[config.mk]
export PLATFORM = sky130hd
export DESIGN_NAME = pipe_hazard_ctrl
export DESIGN_NICKNAME = d
export VERILOG_FILES = /design/src/rtl/pipe_hazard_ctrl.sv
export SDC_FILE = /design/constraint.sdc
export NUM_CORES = 1
export LEC_CHECK = 0
export CAP_MARGIN = 20
export CELL_PAD_IN_SITES_DETAIL_PLACEMENT = 0
export CELL_PAD_IN_SITES_GLOBAL_PLACEMENT = 1
export CORE_MARGIN = 1.5
export CORE_UTILIZATION = 32
export CTS_BUF_LIST = sky130_fd_sc_hd__clkbuf_16
export CTS_CLUSTER_DIAMETER = 30
export DETAILED_ROUTE_END_ITERATION = 16
export GPL_TIMING_DRIVEN = 0
export PLACE_DENSITY_LB_ADDON = 0.1
export SYNTH_ARGS = -nofsm -noshare
export SYNTH_HDL_FRONTEND = slang
export SYNTH_SLANG_ARGS = --single-unit
[constraint.sdc]
create_clock -name clk -period 3.3 [get_ports clk]
set_input_delay 0.99 -clock clk [delete_from_list [all_inputs] [get_ports clk]]
set_output_delay 0.99 -clock clk [all_outputs]
set_load 0.01 [all_outputs]
[src/rtl/pipe_hazard_ctrl.sv]
// Pipeline hazard controller: PC/IF/ID/ID-EX/EX-MEM/MEM-WB enables, flushes and bubbles.
// Optional performance counters enabled by defining HAZ_PERF_CNT_EN.
module pipe_hazard_ctrl #(
   parameter int BOOT_CYC  = 4,
   parameter int FLUSH_CYC = 1,
   parameter int MEM_TO    = 15
`ifdef HAZ_PERF_CNT_EN
   , parameter int CNT_W   = 16
`endif
) (
   input  logic       clk,
   input  logic       arst_n,
   input  logic [4:0] id_rs1,
   input  logic [4:0] id_rs2,
   input  logic       id_use_rs2,
   input  logic       ex_memread,
   input  logic [4:0] ex_rd,
   input  logic       mem_access,
   input  logic       dmem_ready,
   input  logic       mem_br_taken,
   output logic       pc_en,
   output logic       if_id_en,
   output logic       id_ex_en,
   output logic       ex_mem_en,
   output logic       mem_wb_en,
   output logic       pc_sel_br,
   output logic       flush_front,
   output logic       id_ex_bubble,
   output logic       mem_wb_bubble,
   output logic       mem_err
`ifdef HAZ_PERF_CNT_EN
   , output logic [CNT_W-1:0] stall_cnt
   , output logic [CNT_W-1:0] flush_cnt
`endif
);

   localparam int BW = (BOOT_CYC > 1) ? $clog2(BOOT_CYC) : 1;
   localparam int WW = $clog2(MEM_TO + 1);
   localparam int FW = $clog2(FLUSH_CYC + 1);

   localparam logic [BW-1:0] BOOT_LAST  = BW'(BOOT_CYC - 1);
   localparam logic [WW-1:0] MEM_TO_W   = WW'(MEM_TO);
   localparam logic [FW-1:0] FLUSH_LAST = FW'(FLUSH_CYC - 1);

   // {pc_en, if_id_en, id_ex_en, ex_mem_en, mem_wb_en, pc_sel_br, flush_front, id_ex_bubble, mem_wb_bubble}
   localparam logic [8:0] CTL_OFF = 9'b00000_0000;
   localparam logic [8:0] CTL_RUN = 9'b11111_0000;
   localparam logic [8:0] CTL_MW  = 9'b00001_0001;
   localparam logic [8:0] CTL_LU  = 9'b00111_0010;
   localparam logic [8:0] CTL_BR  = 9'b11111_1100;
   localparam logic [8:0] CTL_FL  = 9'b11111_0100;

   typedef enum logic [1:0] {
      BOOT     = 2'd0,
      RUN      = 2'd1,
      MEM_WAIT = 2'd2,
      FLUSH    = 2'd3
   } state_t;

   state_t        state_r, state_s;
   logic [BW-1:0] boot_cnt_r, boot_cnt_s;
   logic [WW-1:0] wait_cnt_r, wait_cnt_s;
   logic [FW-1:0] fl_cnt_r, fl_cnt_s;
   logic          pend_r, pend_s;
   logic          lu_r, lu_s;
   logic          mem_err_r, mem_err_s;
   logic [8:0]    ctl_s;
   logic          mem_stall_s;
   logic          load_use_s;

   assign mem_stall_s = mem_access & ~dmem_ready;
   assign load_use_s  = ex_memread & (ex_rd != 5'd0) &
                        ((ex_rd == id_rs1) | (id_use_rs2 & (ex_rd == id_rs2)));

   assign {pc_en, if_id_en, id_ex_en, ex_mem_en, mem_wb_en,
           pc_sel_br, flush_front, id_ex_bubble, mem_wb_bubble} = ctl_s;
   assign mem_err = mem_err_r;

   // Next-state and Mealy control outputs
   always_comb begin
      state_s    = state_r;
      boot_cnt_s = boot_cnt_r;
      wait_cnt_s = wait_cnt_r;
      fl_cnt_s   = fl_cnt_r;
      pend_s     = pend_r;
      lu_s       = 1'b0;
      ctl_s      = CTL_OFF;
      case (state_r)
         BOOT: begin
            if (boot_cnt_r == BOOT_LAST) begin
               state_s    = RUN;
               boot_cnt_s = {BW{1'b0}};
            end else begin
               boot_cnt_s = boot_cnt_r + BW'(1);
            end
         end
         RUN: begin
            if (mem_stall_s) begin
               ctl_s      = CTL_MW;
               pend_s     = mem_br_taken;
               wait_cnt_s = WW'(1);
               state_s    = MEM_WAIT;
            end else if (mem_br_taken) begin
               ctl_s = CTL_BR;
               if (FLUSH_CYC > 1) begin
                  state_s  = FLUSH;
                  fl_cnt_s = FW'(1);
               end else begin
                  state_s = RUN;
               end
            end else if (load_use_s && !lu_r) begin
               // lu_r limits the stall to one cycle; ID/EX holds a bubble afterwards
               ctl_s = CTL_LU;
               lu_s  = 1'b1;
            end else begin
               ctl_s = CTL_RUN;
            end
         end
         MEM_WAIT: begin
            if (dmem_ready) begin
               pend_s     = 1'b0;
               wait_cnt_s = {WW{1'b0}};
               if (pend_r || mem_br_taken) begin
                  ctl_s = CTL_BR;
                  if (FLUSH_CYC > 1) begin
                     state_s  = FLUSH;
                     fl_cnt_s = FW'(1);
                  end else begin
                     state_s = RUN;
                  end
               end else begin
                  ctl_s   = CTL_RUN;
                  state_s = RUN;
               end
            end else begin
               ctl_s      = CTL_MW;
               pend_s     = pend_r | mem_br_taken;
               wait_cnt_s = (wait_cnt_r == MEM_TO_W) ? wait_cnt_r : wait_cnt_r + WW'(1);
            end
         end
         FLUSH: begin
            ctl_s = CTL_FL;
            if (fl_cnt_r >= FLUSH_LAST) begin
               state_s  = RUN;
               fl_cnt_s = {FW{1'b0}};
            end else begin
               fl_cnt_s = fl_cnt_r + FW'(1);
            end
         end
         default: begin
            state_s    = BOOT;
            boot_cnt_s = {BW{1'b0}};
         end
      endcase
      if ((state_s == MEM_WAIT) && (wait_cnt_s == MEM_TO_W)) begin
         mem_err_s = 1'b1;
      end else begin
         mem_err_s = mem_err_r;
      end
   end

   // State and counter registers
   always_ff @(posedge clk or negedge arst_n) begin
      if (!arst_n) begin
         state_r    <= BOOT;
         boot_cnt_r <= {BW{1'b0}};
         wait_cnt_r <= {WW{1'b0}};
         fl_cnt_r   <= {FW{1'b0}};
         pend_r     <= 1'b0;
         lu_r       <= 1'b0;
         mem_err_r  <= 1'b0;
      end else begin
         state_r    <= state_s;
         boot_cnt_r <= boot_cnt_s;
         wait_cnt_r <= wait_cnt_s;
         fl_cnt_r   <= fl_cnt_s;
         pend_r     <= pend_s;
         lu_r       <= lu_s;
         mem_err_r  <= mem_err_s;
      end
   end

`ifdef HAZ_PERF_CNT_EN
   // Saturating stall and taken-branch counters
   always_ff @(posedge clk or negedge arst_n) begin
      if (!arst_n) begin
         stall_cnt <= {CNT_W{1'b0}};
         flush_cnt <= {CNT_W{1'b0}};
      end else begin
         if (!pc_en && (state_r != BOOT) && (stall_cnt != {CNT_W{1'b1}})) begin
            stall_cnt <= stall_cnt + CNT_W'(1);
         end else begin
            stall_cnt <= stall_cnt;
         end
         if (pc_sel_br && (flush_cnt != {CNT_W{1'b1}})) begin
            flush_cnt <= flush_cnt + CNT_W'(1);
         end else begin
            flush_cnt <= flush_cnt;
         end
      end
   end
`endif

endmodule

After elaboration in Yosys (flattened, before gate mapping)
Cells that the tools add are included.
{"block": "classes", "n_addsub": 3, "order_cmp": 1, "n_eq_ne": 10, "n_mux": 25, "bitwise_logic": 7, "n_reduce_logical": 8}
{"operator": "2-to-1 mux 9 bit", "n": 4}
{"operator": "one-hot mux 9 bit (3 select lines)", "n": 1}
{"operator": "2-to-1 mux 4 bit", "n": 4}
{"operator": "2-to-1 mux 2 bit", "n": 6}
{"operator": "== test 5 bit", "n": 2}
{"operator": "== test 2 bit, second input constant", "n": 4}
{"operator": "== test 4 bit, second input constant", "n": 2}
{"operator": "one-hot mux 2 bit (4 select lines)", "n": 1}
{"operator": "one-hot mux 4 bit (2 select lines)", "n": 1}
{"operator": "2-to-1 mux 1 bit", "n": 7}
{"operator": "nonzero test 5 bit", "n": 1}
{"operator": "adder 4 x 1 -> 4 bit, second input constant", "n": 1}
{"operator": "AND 1 bit", "n": 4}
{"operator": "adder 2 x 1 -> 2 bit, second input constant", "n": 1}
{"operator": "== test 2 x 1 -> 1 bit, second input constant", "n": 1}
{"operator": "logical AND 1 bit", "n": 2}
{"operator": "logical NOT 2 bit", "n": 1}
{"operator": "!= test 2 bit, second input constant", "n": 1}
{"operator": "OR 1 bit", "n": 2}
{"operator": "one-hot mux 1 bit (2 select lines)", "n": 1}
{"operator": "AND reduction 2 bit", "n": 1}
{"operator": "nonzero test 2 bit", "n": 1}
{"operator": "adder 1 bit, second input constant", "n": 1}
{"operator": "greater-or-equal comparator 1 bit, second input constant", "n": 1}
{"operator": "other kinds (3)", "n": 3}
{"block": "word_totals", "ff_bits": 12, "input_bits": 22, "out_inout_bits": 10, "word_cells": 61}

Longest topological paths before layout
Gate-level depths: netlist of the first run.
{"block": "logic_depth", "depth_word": 9, "mapped_depth": 8, "mapped_depth_nobuf": 7}

Least setup slack after synthesis of the first run
No wires, ideal clock.
{"block": "synth_path", "path_kind": "in2out", "start": "in ex_rd[1]", "end": "out pc_en", "t_arrival_ns": 2.138, "t_required_ns": 2.310, "setup_slack_ns": 0.172, "path_stages": 4, "n_path_buf": 1, "path_cell_list": "or4_1 -> o2111ai_1 -> o2bb2ai_1 -> buf_4"}
{"block": "synth_between", "elab_chain_len": 9, "word_cells_on_any_way": 12, "cone_classes": "eq/ne (2); mux (4); bitwise (4); reduce/logical (2)"}
{"item": "start, declared", "line": "17", "rtl": "input logic [4:0] ex_rd,"}
{"item": "== test 5 bit", "line": "73", "rtl": "((ex_rd == id_rs1) | (id_use_rs2 & (ex_rd == id_rs2)));"}
{"item": "AND 1 bit", "line": "73"}
{"item": "OR 1 bit", "line": "73"}
{"item": "AND 1 bit *", "line": "72", "rtl": "assign load_use_s = ex_memread & (ex_rd != 5'd0) &"}
{"item": "logical AND 1 bit *", "line": "111", "rtl": "end else if (load_use_s && !lu_r) begin"}
{"item": "2-to-1 mux 9 bit *", "line": "111"}
{"item": "2-to-1 mux 9 bit *", "line": "103", "rtl": "end else if (mem_br_taken) begin"}
{"item": "2-to-1 mux 9 bit *", "line": "98", "rtl": "if (mem_stall_s) begin"}
{"item": "one-hot mux 9 bit (3 select lines) *", "line": "88", "rtl": "case (state_r)"}
{"item": "end, declared", "line": "21", "rtl": "output logic pc_en,"}
Every way passes the cells marked *; elsewhere a longest branch is shown, timed or not.

Worst setup path in the final report of the first run
{"block": "layout_path", "start": "in dmem_ready", "end": "reg mem_err_r (netlist: mem_err)"}
{"block": "layout_between", "elab_chain_len": 6, "word_cells_on_any_way": 11, "cone_classes": "eq/ne (2); mux (6); bitwise (2); reduce/logical (1)"}
{"item": "start, declared", "line": "19", "rtl": "input logic dmem_ready,"}
{"item": "NOT 1 bit", "line": "71", "rtl": "assign mem_stall_s = mem_access & ~dmem_ready;"}
{"item": "AND 1 bit", "line": "71"}
{"item": "2-to-1 mux 2 bit", "line": "98"}
{"item": "one-hot mux 2 bit (4 select lines) *", "line": "88"}
{"item": "net state_s[0]", "line": "60", "rtl": "state_t state_r, state_s;"}
{"item": "== test 2 bit *", "line": "155", "rtl": "if ((state_s == MEM_WAIT) && (wait_cnt_s == MEM_TO_W)) begin"}
{"item": "logical AND 1 bit *", "line": "155"}
{"item": "end signal, assigned", "line": "179", "rtl": "mem_err_r <= mem_err_s;"}
{"item": "end, declared", "line": "66", "rtl": "logic mem_err_r, mem_err_s;"}
Mark *: on every way through the listed nets, which the timed path passes. The rest lies on a longest branch.
A chain may end at the register's enable or synchronous reset.

==> results of run 1 <==
synthesized netlist by cell type, types with 2 or more instances:
master     n  area (um^2)
o21ai_0    7        35.03
a21oi_1    4        20.02
a21o_1     2        15.01
nand3_1    3        15.01
o211ai_1   2        15.01
dfrtp_1   11        275.3
buf_4      2        15.01
nand2b_1   2        12.51
xnor2_1   10        87.58
ha_1       7        87.58
nor3_1     3        15.01
a32oi_1    2        17.52
nand2_1   10        37.54
o22ai_1    2        12.51
nor2_1    10        37.54
inv_1      8        30.03
a31oi_1    3        18.77
mux2_2     2        22.52
through the flow:
stage                     power, mW  util [%]
after floorplan              0.5614         -
after global placement       0.7678     46.04
after detailed placement     0.7759     46.04
after CTS                     1.019     53.59
after global routing          1.103     53.32
final                         1.013     53.32
cell type report:
class                   count  area, um^2
multi-input cells          84       631.9
clock inverters             1       3.754
repair buffers             47       375.4
fillers                   257        1276
inverters                   8       30.03
well taps                  31       38.79
clock buffers               3       75.07
flip-flops and latches     11       275.3
plain buffers               4       27.53
per-layer routing:
metal | global-route usage (%) | share of wire (%) | up-vias
li1 | - | - | 487
met1 | 22.09 | 45 | 464
met2 | 29.90 | 47 | 23
met3 | 4.608 | 5.9 | 5
met4 | 7.143 | 1.8 | 0
met5 | 0 | 0 | -
registers in the layout, summed over array words and instances, names as in the netlist:
signal	flops
pend_r	1
mem_err	1
wait_cnt_r	4
boot_cnt_r	2
lu_r	1
state_r	2
worst max-delay path by stage:
stage                   end
2_1_floorplan         pc_en
3_3_place_gp          pc_en
3_5_place_dp          pc_en
4_1_cts        id_ex_bubble
5_1_grt             mem_err
6_report            mem_err
cells by family after synthesis:
group | count (synthesis)
mux | 2
fa+ha+maj | 7
xor+xnor | 10
simple gates | 35
buf+inv | 13
compound gates | 30
flops | 11
power by group through the flow:
| stage | Combinational, mW | Sequential, mW | Clock [mW] |
|---|---|---|---|
| 2_1_floorplan | 0.357 | 0.205 | 0 |
| 3_3_place_gp | 0.556 | 0.211 | 0 |
| 3_5_place_dp | 0.563 | 0.213 | 0 |
| 4_1_cts | 0.579 | 0.211 | 0.229 |
| 5_1_grt | 0.651 | 0.218 | 0.234 |
| 6_report | 0.579 | 0.211 | 0.223 |
worst reg2reg max path, stage by stage (launching register included):
cell      delay (ns)
dfrtp_1         0.43
inv_1           0.12
ha_1            0.21
clkbuf_1        0.42
nand2_1         0.14
a32oi_1         0.23
o22ai_1         0.14
a41o_1          0.19
what timing repair did:
| item | CTS | global route |
|---|---|---|
| resized for setup | 51 | 10 |
| gates cloned | 0 | 0 |
| buffers inserted | 16 | 1 |
| endpoints found under the setup margin | 7 | 4 |
| pin swaps | 16 | 11 |
==> metrics.csv, run 1 <==
stage;metric;value;unit
finish;drive_gt1_share;27.85;%
die;num_rows;19;
route;wl;2.577;mm
sta;slew_violations;0;
finish;final_common_cell;buf_4;
pwr;swShare;40.14;%
pwr;pwr-share-comb;57.2;%
worst_setup_path;path_depth;19;
min_path;hold_path_end;mem_err;
pwr;pwr-share-seq;20.8;%
worst_setup_path;critical_path.max_fanout;10;
cts;clock_sinks;11;
cts;cts_max_path_buffers;2;
pwr;p_int;606.4;uW
die;start_util;33.64;%
synthesis;async_flop_share;100.0;%
synthesis;yosysWarnings;0;
finish;antennaDiodeCount;0;
die;dieArea;3205;um^2
worst_setup_path;rrSetupSlack;1.31;ns
die;core;2734;um^2
place;io_buffers;30;
worst_setup_path;cp_slowest_stage_delay;0.17;ns
sta;relSlewSlack;64.90;%
synthesis;synth_edf_count;0;
synthesis;synth_simple_gate_area_share;19.18;%
pwr;vdd_drop_max;0.4282;mV
place;dpl.cell_count;169;
route;wl_per_cell;13.63;um
pwr;leakagePower;0.6538;nW
cts;clk_pin_slew;0.04;ns
synthesis;synthXorXnorAreaFrac;9.524;%
worst_setup_path;cp_top_family;buffers and inverters;
worst_setup_path;crit_top_cell;buf_4;
grt;grt_usage;18.00;%
sta;setup_ws;0.06057;ns
sta;setup_violations;0;
worst_setup_path;cp_cell_sequence;buf_6 -> nand2b_1 -> buf_4 -> buf_4 -> buf_4 -> buf_4 -> buf_4 -> buf_4 -> buf_4 -> buf_4 -> buf_4 -> buf_4 -> buf_4 -> buf_4 -> buf_4 -> o211ai_1 -> a32oi_2 -> nor2b_1 -> a41o_1;
worst_setup_path;critPathSlowestCell;nand2b_1;
sta;final.min_clock_period;3.239;ns
synthesis;synth_compound_area_share;22.31;%
route;ant_nets;0;
synthesis;synthAdderAreaFrac;9.524;%
route;dr.pass1.iters;4;
min_path;min_from;mem_err;
route;drc;0;
worst_setup_path;r2r_start;state_r[0];
place;gp_congestion;0.8031;
finish;nets;188;
cts;ctsHoldBuffers;0;
grt;grt_start_max_net_pins;12;
grt;antenna_found_initial;0;
min_path;hold_path_class;flip-flop to flip-flop;
place;dp_hpwl;1.780;mm
cts;h-tree-depth;1;
cts;clockRootBuffer;clkbuf_16;
worst_setup_path;path_buf_inv;14;
worst_setup_path;r2r_end;mem_err;
worst_setup_path;startpoint_type;primary input;
worst_setup_path;r2r_cells;7;
synthesis;synthDistinctLibCells;36;
pwr;switchingPower;406.7;uW
synthesis;synth-seq-cells;11;
place;placed_area;1259;um^2
synthesis;syn_area_per_cell;8.515;um^2
worst_setup_path;endpoint_kind;flip-flop;
job;drv_cap;0;
die;num_io_pins;32;
grt;grt_overflow_total;0;
grt;grt_pass1_vias;1035;
finish;layoutNonFillerInstCount;189;
sta;period_share;98.16;%
synthesis;synth_top_family_by_area;compound AO/OA/AOI/OAI gates;
worst_setup_path;cp.required;3.48;ns
min_path;worstHoldPathCells;1;
synthesis;synth_fp_nets;137;
sta;tns;0;ns
sta;rsz0062_at_grt;yes;
sta;hold_slack;0.4632;ns
sta;tightest_slew;0.5248;ns
route;first_iter_violations;13;
die;die_h;56.61;um
finish;area_growth_syn_to_layout;58.50;%
cts;clkLatencyLatePin;0.24;ns
sta;max_freq;308.7;MHz
place;post-place-ws;-0.8181;ns
synthesis;synthMuxAreaShare;2.449;%
worst_setup_path;timing.critical_path.from;dmem_ready;
worst_setup_path;path_class;primary input to flip-flop;
route;vias;979;
synthesis;syn_inst;108;
sta;hold_viol;0;
run_status;outcome;finished clean;
route;via_per_inst;5.180;
cts;cts_buffers;3;
synthesis;syn-cell-area;919.6;um^2
pwr;p_clk_share;22.0;%
pwr;power_density;695.0;nW/um^2
synthesis;ys.flop_type;dfrtp_1;
synthesis;yosysSeqAreaShare;29.93;%
sta;skew;0.002046;ns
worst_setup_path;arrival;3.42;ns
finish;stdcell_area;1458;um^2
die;fp.dieW;56.61;um
finish;final_cell_mix;17 x buf_4, 11 x dfrtp_1, 10 x nor2_1, 10 x xnor2_1;
grt;grt_pass1_wl;4.547;mm
cts;cts_tree;done;
No activity file was read; power rests on OpenSTA's default activity.
==> inputs of run 2 (changes only) <==
--- a/config.mk
+++ b/config.mk
@@ -6,12 +6,13 @@
 export NUM_CORES = 1
 export LEC_CHECK = 0
 export CAP_MARGIN = 20
-export CELL_PAD_IN_SITES_DETAIL_PLACEMENT = 0
-export CELL_PAD_IN_SITES_GLOBAL_PLACEMENT = 1
+export CELL_PAD_IN_SITES_DETAIL_PLACEMENT = 2
+export CELL_PAD_IN_SITES_GLOBAL_PLACEMENT = 2
 export CORE_MARGIN = 1.5
-export CORE_UTILIZATION = 32
+export CORE_UTILIZATION = 25
 export CTS_BUF_LIST = sky130_fd_sc_hd__clkbuf_16
 export CTS_CLUSTER_DIAMETER = 30
+export CTS_CLUSTER_SIZE = 16
 export DETAILED_ROUTE_END_ITERATION = 16
 export GPL_TIMING_DRIVEN = 0
 export PLACE_DENSITY_LB_ADDON = 0.1
==> run 2 against run 1 <==
Sequential power increased by 2%; critical path type is now primary input to output port; sequential share of layout area decreased by 0.32 points; core utilization decreased by 10 points; highest routed layer unchanged.
==> metrics.csv, run 2 (same netlist as run 1, synthesis figures left out) <==
stage;metric;value;unit
finish;top_regs;wait_cnt_r (4), boot_cnt_r (2), state_r (2);
route;ant_nets;0;
cts;h-tree-depth;1;
worst_setup_path;timing.critical_path.from;id_rs1[0];
pwr;swShare;41.40;%
pwr;pwr-share-seq;20.5;%
die;fp.dieW;63.65;um
worst_setup_path;path_class;primary input to output port;
route;wl;3.418;mm
grt;grt_overflow_total;0;
job;drv_cap;0;
run_status;outcome;finished clean;
die;dieArea;4051;um^2
route;vias;992;
finish;seq_area;275.3;um^2
cts;clkLatencyLatePin;0.24;ns
cts;cts_max_path_buffers;2;
place;gp_congestion;0.7550;
worst_setup_path;cp.required;2.31;ns
finish;multi_input_area;645.6;um^2
sta;hold_viol;0;
cts;clock_sinks;11;
cts;clockRootBuffer;clkbuf_16;
finish;drive_gt1_share;28.21;%
die;die_h;63.65;um
worst_setup_path;path_buf_inv;3;
route;dr.pass1.iters;2;
die;start_util;26.72;%
sta;tns;0;ns
worst_setup_path;critical_path.max_fanout;2;
finish;final_core_util;43.08;%
grt;grt_pass1_vias;1120;
sta;tightest_slew;0.5192;ns
sta;setup_violations;0;
cts;clk_pin_slew;0.04;ns
die;num_io_pins;32;
finish;largest_register_ffs;4;
pwr;vdd_drop_max;0.3331;mV
finish;final_common_cell;buf_4;
grt;antenna_found_initial;0;
pwr;p_int;614.4;uW
min_path;hold_path_class;flip-flop to flip-flop;
finish;final_cell_mix;15 x buf_4, 11 x dfrtp_1, 10 x nor2_1;
worst_setup_path;critPathSlowestCell;dlygate4sd2_1;
pwr;p_clk_share;21.0;%
place;dp_hpwl;2.440;mm
finish;fillCellCount;396;
sta;max_freq;307.7;MHz
route;wl_per_cell;16.92;um
sta;period_share;98.47;%
grt;grt_pass1_wl;5.609;mm
finish;antennaDiodeCount;0;
grt;grt_start_max_net_pins;12;
route;drc;0;
sta;hold_slack;0.4652;ns
die;core;3442;um^2
worst_setup_path;r2r_start;state_r[0];
sta;skew;0.003729;ns
sta;relSlewSlack;65.28;%
worst_setup_path;startpoint_type;primary input;
route;first_iter_violations;14;
worst_setup_path;cp_top_family;buffers and inverters;
worst_setup_path;cp_slowest_stage_delay;0.24;ns
sta;rsz0062_at_grt;yes;
finish;largest_register;wait_cnt_r;
sta;final.min_clock_period;3.250;ns
place;io_buffers;30;
cts;cts_buffers;3;
min_path;min_from;mem_err;
worst_setup_path;endpoint_kind;output port;
pwr;pwr-share-comb;58.5;%
cts;cts_tree;done;
sta;slew_violations;0;
die;num_rows;21;
worst_setup_path;arrival;2.26;ns
pwr;leakagePower;0.6625;nW
grt;grt_usage;18.20;%
pwr;switchingPower;434.2;uW
finish;nets;186;
worst_setup_path;cp_cell_sequence;dlygate4sd2_1 -> xnor2_1 -> nand2_1 -> o22ai_2 -> o2111ai_4 -> buf_6 -> nor3_4 -> buf_2;
route;via_per_inst;4.911;
pwr;power_density;707.2;nW/um^2
finish;area_growth_syn_to_layout;61.22;%
-- run 2: changes by cell type in the layout (fill, tap and decap cells not counted), sizes merged --
| cell | before | now |
|---|---|---|
| clkbuf | 7 | 5 |
-- run 2: what timing repair did --
item / CTS / global route
resized for setup: 55 / 13
hold endpoints to repair: 0 / 0
gates cloned: 0 / 0
endpoints found under the setup margin: 8 / 6
pin swaps: 16 / 11
hold buffers: 0 / 0
setup buffers: 15 / 0
-- run 2: cell type report --
| type | instances | area share (%) |
|---|---|---|
| multi-input combinational | 84 | 43.54 |
| timing repair buffer | 45 | 24.73 |
| sequential | 11 | 18.57 |
| clock buffer | 3 | 5.063 |
| tap | 46 | 3.882 |
| inverter | 8 | 2.025 |
| buffer | 4 | 1.941 |
| clock inverter | 1 | 0.2532 |
-- run 2: metrics by stage --
step                area (um^2)  setup slack, ns  instances  power, mW
floorplan                 919.6           0.1719        108     0.5614
finish                     1483          0.05043        202      1.049
global placement           1277          -0.8337        184     0.7812
detailed placement         1277          -0.8481        184     0.8046
CTS                        1481          0.01950        203      1.053
global route               1483          -0.1018        202      1.134
-- run 2: path summary, 6_finish.rpt --
path | endpoint | slack, ns | cells past startpoint
max | id_ex_bubble | 0.05 | 8
min | mem_err | 0.47 | 1
max reg2reg | mem_err | 1.29 | 6
min reg2reg | mem_err | 0.47 | 1
max in group asynchronous | mem_err | 1.86 | 1
min in group asynchronous | wait_cnt_r[3] | 1.10 | 1
-- run 2: routing by layer --
| layer | routed length [um] | global-route usage [%] |
|---|---|---|
| met5 | 0 | 0 |
| met4 | 47 | 6.522 |
| met3 | 116 | 2.679 |
| met2 | 1753 | 32.89 |
| met1 | 1500 | 21.62 |
-- run 2: power groups by stage --
stage	clock [mW]	sequential (mW)	combinational (mW)
final	0.220	0.215	0.614
after global routing	0.230	0.221	0.683
after CTS	0.227	0.215	0.611
after detailed placement	0	0.216	0.588
after global placement	0	0.213	0.568
after floorplan	0	0.205	0.357
